**config.mk**
```make
export PLATFORM = sky130hd
export DESIGN_NAME = lightsaber_telemetry_tx_flat
export DESIGN_NICKNAME = d
export VERILOG_FILES = /design/src/rtl/lightsaber_telemetry_tx_if.sv /design/src/rtl/lightsaber_telemetry_tx.sv /design/src/flat_wrapper.sv
export SDC_FILE = /design/constraint.sdc
export NUM_CORES = 1
export LEC_CHECK = 0
export CAP_MARGIN = 20
export CORE_MARGIN = 10
export CORE_UTILIZATION = 30
export CTS_CLUSTER_SIZE = 25
export DETAILED_ROUTE_END_ITERATION = 7
export DONT_BUFFER_PORTS = 1
export GPL_TIMING_DRIVEN = 0
export PLACE_DENSITY = 0.43
export RECOVER_POWER = 25
export SLEW_MARGIN = 20
export SYNTH_ARGS = -nofsm -noshare
export SYNTH_HDL_FRONTEND = slang
export SYNTH_SLANG_ARGS = --single-unit
```
**constraint.sdc**
```tcl
create_clock -name clk -period 13.41 [get_ports clk]
set_input_delay 2.682 -clock clk [delete_from_list [all_inputs] [get_ports clk]]
set_output_delay 2.682 -clock clk [all_outputs]
set_load 0.01 [all_outputs]
```
**src/rtl/lightsaber_telemetry_tx_if.sv**
```systemverilog
// Byte-stream link carrying telemetry frames from the transmitter to its sink.
interface lightsaber_telemetry_tx_if;
   logic [7:0] tx_data;
   logic       tx_valid;
   logic       tx_ready;

   modport master (
      output tx_data,
      output tx_valid,
      input  tx_ready
   );

   modport slave (
      input  tx_data,
      input  tx_valid,
      output tx_ready
   );
endinterface

```
**src/rtl/lightsaber_telemetry_tx.sv**
```systemverilog
// Lightsaber telemetry transmitter: snapshots the live settings and sends an
// 8-byte frame (header, status, R, G, B, length decimal, power, checksum)
// over a valid/ready byte stream, on request or from a periodic timer.
//
// state   | meaning
// --------+-----------------------------------------------------------------
// ST_IDLE | no frame in flight; a trigger or pending flag starts one
// ST_SEND | presenting byte idx_q, advancing on each accept
module lightsaber_telemetry_tx #(
   parameter int unsigned PERIOD = 100,
   parameter logic [7:0]  HEADER = 8'hA5
) (
   input  logic                      clk,
   input  logic                      rst,
   input  logic                      req_i,
   input  logic                      on_i,
   input  logic [7:0]                r_i,
   input  logic [7:0]                g_i,
   input  logic [7:0]                b_i,
   input  logic [1:0]                cfg_i,
   input  logic [1:0]                len_int_i,
   input  logic [5:0]                len_dec_i,
   input  logic [7:0]                power_i,
   input  logic                      power_warn_i,
   lightsaber_telemetry_tx_if.master tx,
   output logic                      busy_o,
   output logic                      frame_done_o,
   output logic [7:0]                overrun_cnt_o
);

   localparam int unsigned     TW       = (PERIOD > 1) ? $clog2(PERIOD) : 1;
   localparam logic [TW-1:0]   TMR_LOAD = TW'(PERIOD - 1);

   typedef enum logic {
      ST_IDLE = 1'b0,
      ST_SEND = 1'b1
   } state_t;

   state_t          state_q, state_d;
   logic [2:0]      idx_q, idx_d;
   logic            pend_q, pend_d;
   logic [7:0]      ovr_q, ovr_d;
   logic            done_q, done_d;
   logic [5:0][7:0] snap_q, snap_d;
   logic [TW-1:0]   tmr_q, tmr_d;

   logic            expire;
   logic            trig;
   logic [7:0]      status;
   logic [7:0]      csum;
   logic [7:0]      byte_sel;

   // Free-running down-counter; terminal count at zero marks a timer expiry.
   always_comb begin
      tmr_d = (tmr_q == '0) ? TMR_LOAD : tmr_q - TW'(1);
   end

   // Timer register, runs independently of frame activity.
   always_ff @(posedge clk) begin
      if (rst) tmr_q <= TMR_LOAD;
      else     tmr_q <= tmr_d;
   end

   // A request and a coincident expiry collapse into a single trigger.
   assign expire = (PERIOD != 0) && (tmr_q == '0);
   assign trig   = req_i | expire;
   assign status = {on_i, power_warn_i, cfg_i, len_int_i, 2'b00};

   // Next-state logic: frame start, byte advance, pending and overrun tracking.
   always_comb begin
      state_d = state_q;
      idx_d   = idx_q;
      pend_d  = pend_q;
      ovr_d   = ovr_q;
      done_d  = 1'b0;
      snap_d  = snap_q;
      case (state_q)
         ST_IDLE: begin
            if (trig || pend_q) begin
               state_d = ST_SEND;
               idx_d   = 3'd0;
               // a fresh trigger landing on the pending-start cycle stays queued
               pend_d  = pend_q & trig;
               snap_d  = {power_i, {2'b00, len_dec_i}, b_i, g_i, r_i, status};
            end
         end
         ST_SEND: begin
            if (trig) begin
               if (!pend_q)             pend_d = 1'b1;
               else if (ovr_q != 8'hFF) ovr_d  = ovr_q + 8'd1;
            end
            if (tx.tx_ready) begin
               if (idx_q == 3'd7) begin
                  state_d = ST_IDLE;
                  idx_d   = 3'd0;
                  done_d  = 1'b1;
               end else begin
                  idx_d   = idx_q + 3'd1;
               end
            end
         end
         default: state_d = ST_IDLE;
      endcase
   end

   // State and datapath registers.
   always_ff @(posedge clk) begin
      if (rst) begin
         state_q <= ST_IDLE;
         idx_q   <= 3'd0;
         pend_q  <= 1'b0;
         ovr_q   <= 8'd0;
         done_q  <= 1'b0;
         snap_q  <= '0;
      end else begin
         state_q <= state_d;
         idx_q   <= idx_d;
         pend_q  <= pend_d;
         ovr_q   <= ovr_d;
         done_q  <= done_d;
         snap_q  <= snap_d;
      end
   end

   // Checksum is over the snapshot, so live input changes cannot disturb it.
   always_comb begin
      csum = HEADER + snap_q[0] + snap_q[1] + snap_q[2]
           + snap_q[3] + snap_q[4] + snap_q[5];
   end

   // Select the byte at the current frame index.
   always_comb begin
      byte_sel = 8'h00;
      case (idx_q)
         3'd0:    byte_sel = HEADER;
         3'd1:    byte_sel = snap_q[0];
         3'd2:    byte_sel = snap_q[1];
         3'd3:    byte_sel = snap_q[2];
         3'd4:    byte_sel = snap_q[3];
         3'd5:    byte_sel = snap_q[4];
         3'd6:    byte_sel = snap_q[5];
         default: byte_sel = csum;
      endcase
   end

   assign tx.tx_valid   = (state_q == ST_SEND);
   assign tx.tx_data    = (state_q == ST_SEND) ? byte_sel : 8'h00;
   assign busy_o        = (state_q == ST_SEND);
   assign frame_done_o  = done_q;
   assign overrun_cnt_o = ovr_q;

endmodule
```
**src/flat_wrapper.sv**
```systemverilog
// flat-port wrapper written by rule: the top's interface ports become plain ports
module lightsaber_telemetry_tx_flat 
#(
   parameter int unsigned PERIOD = 100,
   parameter logic [7:0]  HEADER = 8'hA5
)
  (clk, rst, req_i, on_i, r_i, g_i, b_i, cfg_i, len_int_i, len_dec_i, power_i, power_warn_i, busy_o, frame_done_o, overrun_cnt_o, tx_tx_data, tx_tx_valid, tx_tx_ready);
  lightsaber_telemetry_tx_if tx_i ();
  input  logic clk;
  input  logic rst;
  input  logic req_i;
  input  logic on_i;
  input  logic [7:0] r_i;
  input  logic [7:0] g_i;
  input  logic [7:0] b_i;
  input  logic [1:0] cfg_i;
  input  logic [1:0] len_int_i;
  input  logic [5:0] len_dec_i;
  input  logic [7:0] power_i;
  input  logic power_warn_i;
  output logic busy_o;
  output logic frame_done_o;
  output logic [7:0] overrun_cnt_o;
  output wire logic [$bits(tx_i.tx_data)-1:0] tx_tx_data;
  output wire logic [$bits(tx_i.tx_valid)-1:0] tx_tx_valid;
  input wire logic [$bits(tx_i.tx_ready)-1:0] tx_tx_ready;
  assign tx_tx_data = tx_i.tx_data;
  assign tx_tx_valid = tx_i.tx_valid;
  assign tx_i.tx_ready = tx_tx_ready;
  lightsaber_telemetry_tx #(.PERIOD(PERIOD), .HEADER(HEADER)) u_core (.clk(clk), .rst(rst), .req_i(req_i), .on_i(on_i), .r_i(r_i), .g_i(g_i), .b_i(b_i), .cfg_i(cfg_i), .len_int_i(len_int_i), .len_dec_i(len_dec_i), .power_i(power_i), .power_warn_i(power_warn_i), .tx(tx_i), .busy_o(busy_o), .frame_done_o(frame_done_o), .overrun_cnt_o(overrun_cnt_o));
endmodule
```
==> metrics.md, run 1 <==
| Metric | Value |
|---|---|
| Outcome | complete, no violations |
| Via density | around 4.7 |
| Total Power | 0.0006145 W |
| Psw | about 0.00018 W |
| Port bufs | 0 |
| Max-slew headroom | between 20% and 30% |
| Ys Warns | 0 |
| Core Area | 12670 um^2 |
| Power density over the cells | between 100 and 150 nW/um^2 |
| Layout area overhead | 12.89% |
| Final setup fails | 0 |
| Clk slew on worst S/H paths | about 0.06 ns |
| Final Net Count | roughly 570 |
| Worst slack at placement | 6.724 ns |
| GPL Wtd Cong | 0.8017 |
| Worst-skew pair later-pin latency | 0.34 ns |
| Area leader, netlist | dfxtp_1 |
| Clock tree sinks | 65 |
| Hold crit path type | reg2reg |
| Syn Inst Count | about 460 |
| Hpwl dp | a little under 9000 um |
| Clk pwr share | 41.3% |
| Share of the synthesized area in the top cell type | 33.27% |
| Critical path peak fanout | 3 |
| First-pass GRT wire length | 18140 um |
| Cell Area, Synth | 3911 um^2 |
| Startpoint types | flop |
| Sequential share of power | 35.0% |
| Initial antenna violation count | 0 |
| Crit Path Category | reg2out |
| Post-synth top cells | nand2_1 (105), dfxtp_1 (65), inv_1 (57) |
| # hold bufs at CTS | 0 |
| Sw frac | 29.74% |
| H-tree levels | 3 |
| Finished Core Util | 34.85% |
| Seq/Total Area, Yosys | 33.27% |
| Remaining global-route overflow | 0 |
| P_int | 0.0004317 W |
| Largest net degree at the start of global routing | 13 |
| Fin. Hold Viols | 0 |
| Layout cells sized above 1 | 6.681% |
| R2R setup slack | about 11 ns |
| Period utilization | a little over half |
| Netlist cell types | 48 |
| Gr usage total | 13.00% |
| WL final | 11230 um |
| First-pass DRT Iterations | 6 |
| PostCTS Resize Cnt | 0 |
| Hold_sp | u_core.tmr_q[0] |
| Synth top area cells | dfxtp_1 (33%), fa_1 (12%), nand2_1 (10%), ha_1 (7.0%), a21oi_1 (6.7%) |
| Reg-to-Reg End | u_core.snap_q[36] |
| Vias | a little over 3000 |
| Max cap viols | 0 |
| Clock buffer depth | 2 |
| Avg Inst Size Synth | 8.429 um^2 |
| Seq cells post-synth | 65 |
| Cell Rows | between 40 and 50 |
| DIE AREA | roughly 18000 um^2 |
| Leak pwr | roughly 1.7 nW |
| TNS Setup | 0 ns |
| Num CTS Buffers | 9 |
| Skew final | 0.007515 ns |
| FMAX | 142.5 MHz |
| WHS Path Cells | 1 |
| Most common cell in the netlist | nand2_1 |
| Clock Root Buffer | clkbuf_16 |
| CP endpoint kind | output pin |
| Starting Density | 30.87% |
| Mapped Nets | 558 |
| DRC errors left | 0 |
| CP required | between 10 and 15 ns |
| Gate power share | 23.7% |
| Postcts setup bufs | 0 |
| Worst Slack Setup Final | between 6 and 7 ns |
| Reg2Reg Launch Point | u_core.tmr_q[0] |
| Worst Path Arrival | 4.34 ns |
| Number of global-route vias before repair | 3303 |
| Ant diodes | 0 |
| Unrepaired setup endpoints after global routing | no |
| Number of synthesized flops with an enable pin | 0 |
| Most common flop cell mapped by yosys | dfxtp_1 |
| Ports | 67 |
| CTS tree | built |
| WL/cell | between 15 and 20 um |
| Post-route ant nets | 0 |
| Max Slew Vio Count | 0 |
| Reg2Reg Depth | 8 |
| Die width | 134.2 um |
| Die H | 134.2 um |
| DR iter-0 viols | between 100 and 150 |
| Measured slew at the worst slew-check pin | 1.111 ns |
| Max VDD drop | 0.07841 mV |
| Hold EP | u_core.tmr_q[0] |
| Ys async rst share | 0% |
| Period minus WS final | 7.019 ns |
[worst max-delay path by stage]
stage	slack (ns)	depth (start not counted)	endpoint	startpoint
detailed placement	6.72	16	tx_tx_data[7]	u_core.snap_q[9]
CTS	6.34	16	tx_tx_data[7]	u_core.snap_q[9]
global placement	6.74	16	tx_tx_data[7]	u_core.snap_q[9]
finish	6.39	16	tx_tx_data[7]	u_core.snap_q[9]
global route	6.19	16	tx_tx_data[7]	u_core.snap_q[9]
floorplan	7.04	13	tx_tx_data[7]	u_core.snap_q[21]
[power groups by stage]
stage                     clock network (W)  registers (W)  logic [W]
after floorplan                           0       0.000215   0.000117
after global placement                    0       0.000219   0.000144
after detailed placement                  0       0.000219   0.000149
after CTS                          0.000260       0.000215   0.000150
after global routing               0.000268       0.000217   0.000171
final                              0.000254       0.000215   0.000146
[kinds of logic (layout without fill, tap and decap cells)]
family	count (synthesis)	after routing	share of synthesized area [%]
compound gates	102	102	17.02
fa+ha+maj	46	46	19.32
simple gates	146	146	15.87
flops	65	65	33.27
buf+inv	82	97	9.021
xor+xnor	23	23	5.502
[through the flow]
stage	hold slack [ns]	area (um^2)	std cells
after detailed placement	0.3845	4126	636
after global routing	0.4151	4415	651
after floorplan	0.3671	3911	464
after global placement	0.3792	4126	636
after CTS	0.3982	4444	651
final	0.3981	4415	651
[sequential cells by signal, summed over array words and instances (netlist names)]
| signal | cells |
|---|---|
| u_core.snap_q | 44 |
| u_core.frame_done_o | 1 |
| u_core.busy_o | 1 |
| u_core.pend_q | 1 |
| u_core.overrun_cnt_o | 8 |
| u_core.tmr_q | 7 |
| u_core.idx_q | 3 |
[layout make-up]
type                            count  area, um^2
Tap cell                          172       215.2
Multi-Input combinational cell    317        2231
Buffer                             25       136.4
Clock inverter                      6       92.59
Sequential cell                    65        1301
Fill cell                        1379        8255
Clock buffer                        9       225.2
Inverter                           57       214.0
[layout by cell type, fill, tap and decap left out, types with 3 or more instances in the layout]
cell       netlist  layout
a21o_1           3       3
a21oi_1         52      53
a221oi_1         8       8
a222oi_1         3       3
a22oi_1          3       3
a31oi_1          5       6
buf_2            5       3
buf_6            3       3
clkbuf_1        14      16
clkbuf_16        0       9
dfxtp_1         65      65
fa_1            24      24
ha_1            22      22
inv_1           57      57
nand2_1        105     105
nand3_1          4       4
nor2_1          17      17
nor3_1           3       3
nor3b_1          3       3
nor4_1           4       4
o21ai_0         10      10
xnor2_1         17      17
xor2_1           5       5
[layer usage]
metal	global-route usage (%)	up-vias	wire length [um]
li1	-	1541	-
met1	15.37	1424	4825
met2	21.40	77	5366
met3	5.078	9	919
met4	3.567	0	119
met5	0	-	0
[worst max-delay path: stages, from the launching register on]
cell and delay, ns:
dfxtp_1 0.36, inv_1 0.07, fa_1 0.42, inv_1 0.10, fa_1 0.45, fa_1 0.55
inv_1 0.06, fa_1 0.38, inv_1 0.07, ha_1 0.16, inv_1 0.06, fa_1 0.40
inv_1 0.07, a21o_1 0.10, a21oi_1 0.08, xnor3_1 0.32, a21oi_1 0.35
(Power assumes the default switching activity.)
==> run 2, diff against run 1 <==
Clock period 13.41 ns to 7.1 ns, I/O delays scaled along.
==> results of run 2 <==
The final DEF is identical to that of run 1. Status: complete, no violations.
Among the figures that moved: setup slack after placement 6.724 ns -> 1.676 ns; setup slack after layout 6.391 ns -> 1.343 ns; register-to-register setup slack 10.86 ns -> 4.55 ns; total power 0.0006145 W -> 0.001161 W; worst IR drop on VDD 0.07841 mV -> 0.1481 mV
==> RTL edit (config.mk and constraints of run 1) <==
`PERIOD` is set to 100 in 2 places; all go to 150.
--- a/src/rtl/lightsaber_telemetry_tx.sv
+++ b/src/rtl/lightsaber_telemetry_tx.sv
@@ -8,5 +8,5 @@
 // ST_SEND | presenting byte idx_q, advancing on each accept
 module lightsaber_telemetry_tx #(
-   parameter int unsigned PERIOD = 100,
+   parameter int unsigned PERIOD = 150,
    parameter logic [7:0]  HEADER = 8'hA5
 ) (
--- a/src/flat_wrapper.sv
+++ b/src/flat_wrapper.sv
@@ -2,5 +2,5 @@
 module lightsaber_telemetry_tx_flat 
 #(
-   parameter int unsigned PERIOD = 100,
+   parameter int unsigned PERIOD = 150,
    parameter logic [7:0]  HEADER = 8'hA5
 )
Check against the original RTL: same outputs for any inputs over 4 cycles, from zero or initial values and one cycle with rst high; that may be too few to reach the edited logic, so the function may still have changed.
==> RTL edit against run 1 <==
- global-route usage is 0.29 points higher
- largest cell class unchanged
- cell area is 2.7% higher
- wire length is 2.7% higher
- sequential power is 2% higher
- fmax is 0.10% higher
- worst setup slack better by 0.0070 ns
- power is 3.3% higher
- sequential cell count is 1 higher
- sequential share of layout area is 0.34 points lower
- synthesized area is 2.3% higher
==> RTL edit: results <==
set metrics [dict create \
    grt_pass1_wl_um 18500 \
    final_core_util 0.345 \
    syn_nets 569 \
    viasPerCell 4.77 \
    ff2ff_path_depth 9 \
    synth_area_leaders "dfxtp_1, fa_1, nand2_1, ha_1, a21oi_1" \
    p_leak_uw 0.00176 \
    nFillCells 1426 \
    wl_per_cell_um 17.3 \
    peakVddDrop_mv 0.0700 \
    place_ws_ns 6.65 \
    largest_register_ffs 44 \
    finalCriticalPeriod_ns 7.01 \
    fin_skew_ns 0.00645 \
    cp.arrival_ns 4.33 \
    grt_max_degree 12 \
    met1_usage 0.153 \
    muxShareOfSynthArea 0.00532 \
    wl_um 11500 \
    synthTopCellsByCount "nand2_1, dfxtp_1, inv_1" \
    dr.pass1.iters 4 \
    drive_above_1_share 0.0876 \
    route.met3.wl_um 927 \
    cp_top_family "adder cells" \
    use_met3 0.0605 \
    port-buffer-count 0 \
    hold_depth 1 \
    wl_met2_um 5380 \
    worst_hold_slack_ns 0.423 \
    ys_seq_area_frac 0.330 \
    dpl.cell_count 651 \
    nets 580 \
    postPlaceCellArea_sq_um 4220 \
    ys_types 50 \
    worstHoldStart "u_core.tmr_q[0]" \
    syn_inst 475 \
    worstReg2RegEnd "u_core.snap_q[43]" \
    synth_compound_area_frac 0.159 \
    routedLengthMet1_um 4990 \
    antenna_found_initial 0 \
    grtUsageMet2 0.212 \
    gp_congestion 0.819 \
    slowest_delay_ns 0.55 \
    synthXorXnorAreaFrac 0.0516 \
    synthAdderAreaFrac 0.189 \
    dp_hpwl_um 9020 \
    track_usage 0.133 \
    drt_iter0_drc 177 \
    r2r-start "u_core.tmr_q[0]" \
    yosys_warnings 0 \
    r2r_slack_ns 10.91 \
    status "complete, no violations" \
    tightest_slew_ns 0.912 \
    grt_pass1_vias 3367 \
]
==> RTL edit: cell count changes in the layout (fill, tap and decap cells not counted), sizes merged, moves of 3 or more <==
| cell | run 1 | this run |
|---|---|---|
| o21ai | 10 | 15 |
| clkbuf | 26 | 29 |
| a221oi | 8 | 3 |
| nor2 | 19 | 23 |
| clkinv | 1 | 4 |
==> RTL edit: power by group <==
group / switching [uW] / internal, uW / total (uW)
clock network: 87.9 / 159 / 247
registers: 12.4 / 208 / 220
logic: 93.2 / 74.6 / 168
==> RTL edit: how the worst max path moves through the flow <==
stage               cells past startpoint       endpoint
floorplan                              13  tx_tx_data[7]
global placement                       16  tx_tx_data[7]
detailed placement                     16  tx_tx_data[7]
CTS                                    16  tx_tx_data[7]
global route                           16  tx_tx_data[7]
finish                                 16  tx_tx_data[7]
==> RTL edit: layout make-up <==
cell class	count	area share
multi-input cells	326	0.512
plain buffers	24	0.0301
inverters	59	0.0488
clock inverters	4	0.0108
flip-flops and latches	66	0.291
clock buffers	12	0.0588
well taps	176	0.0486
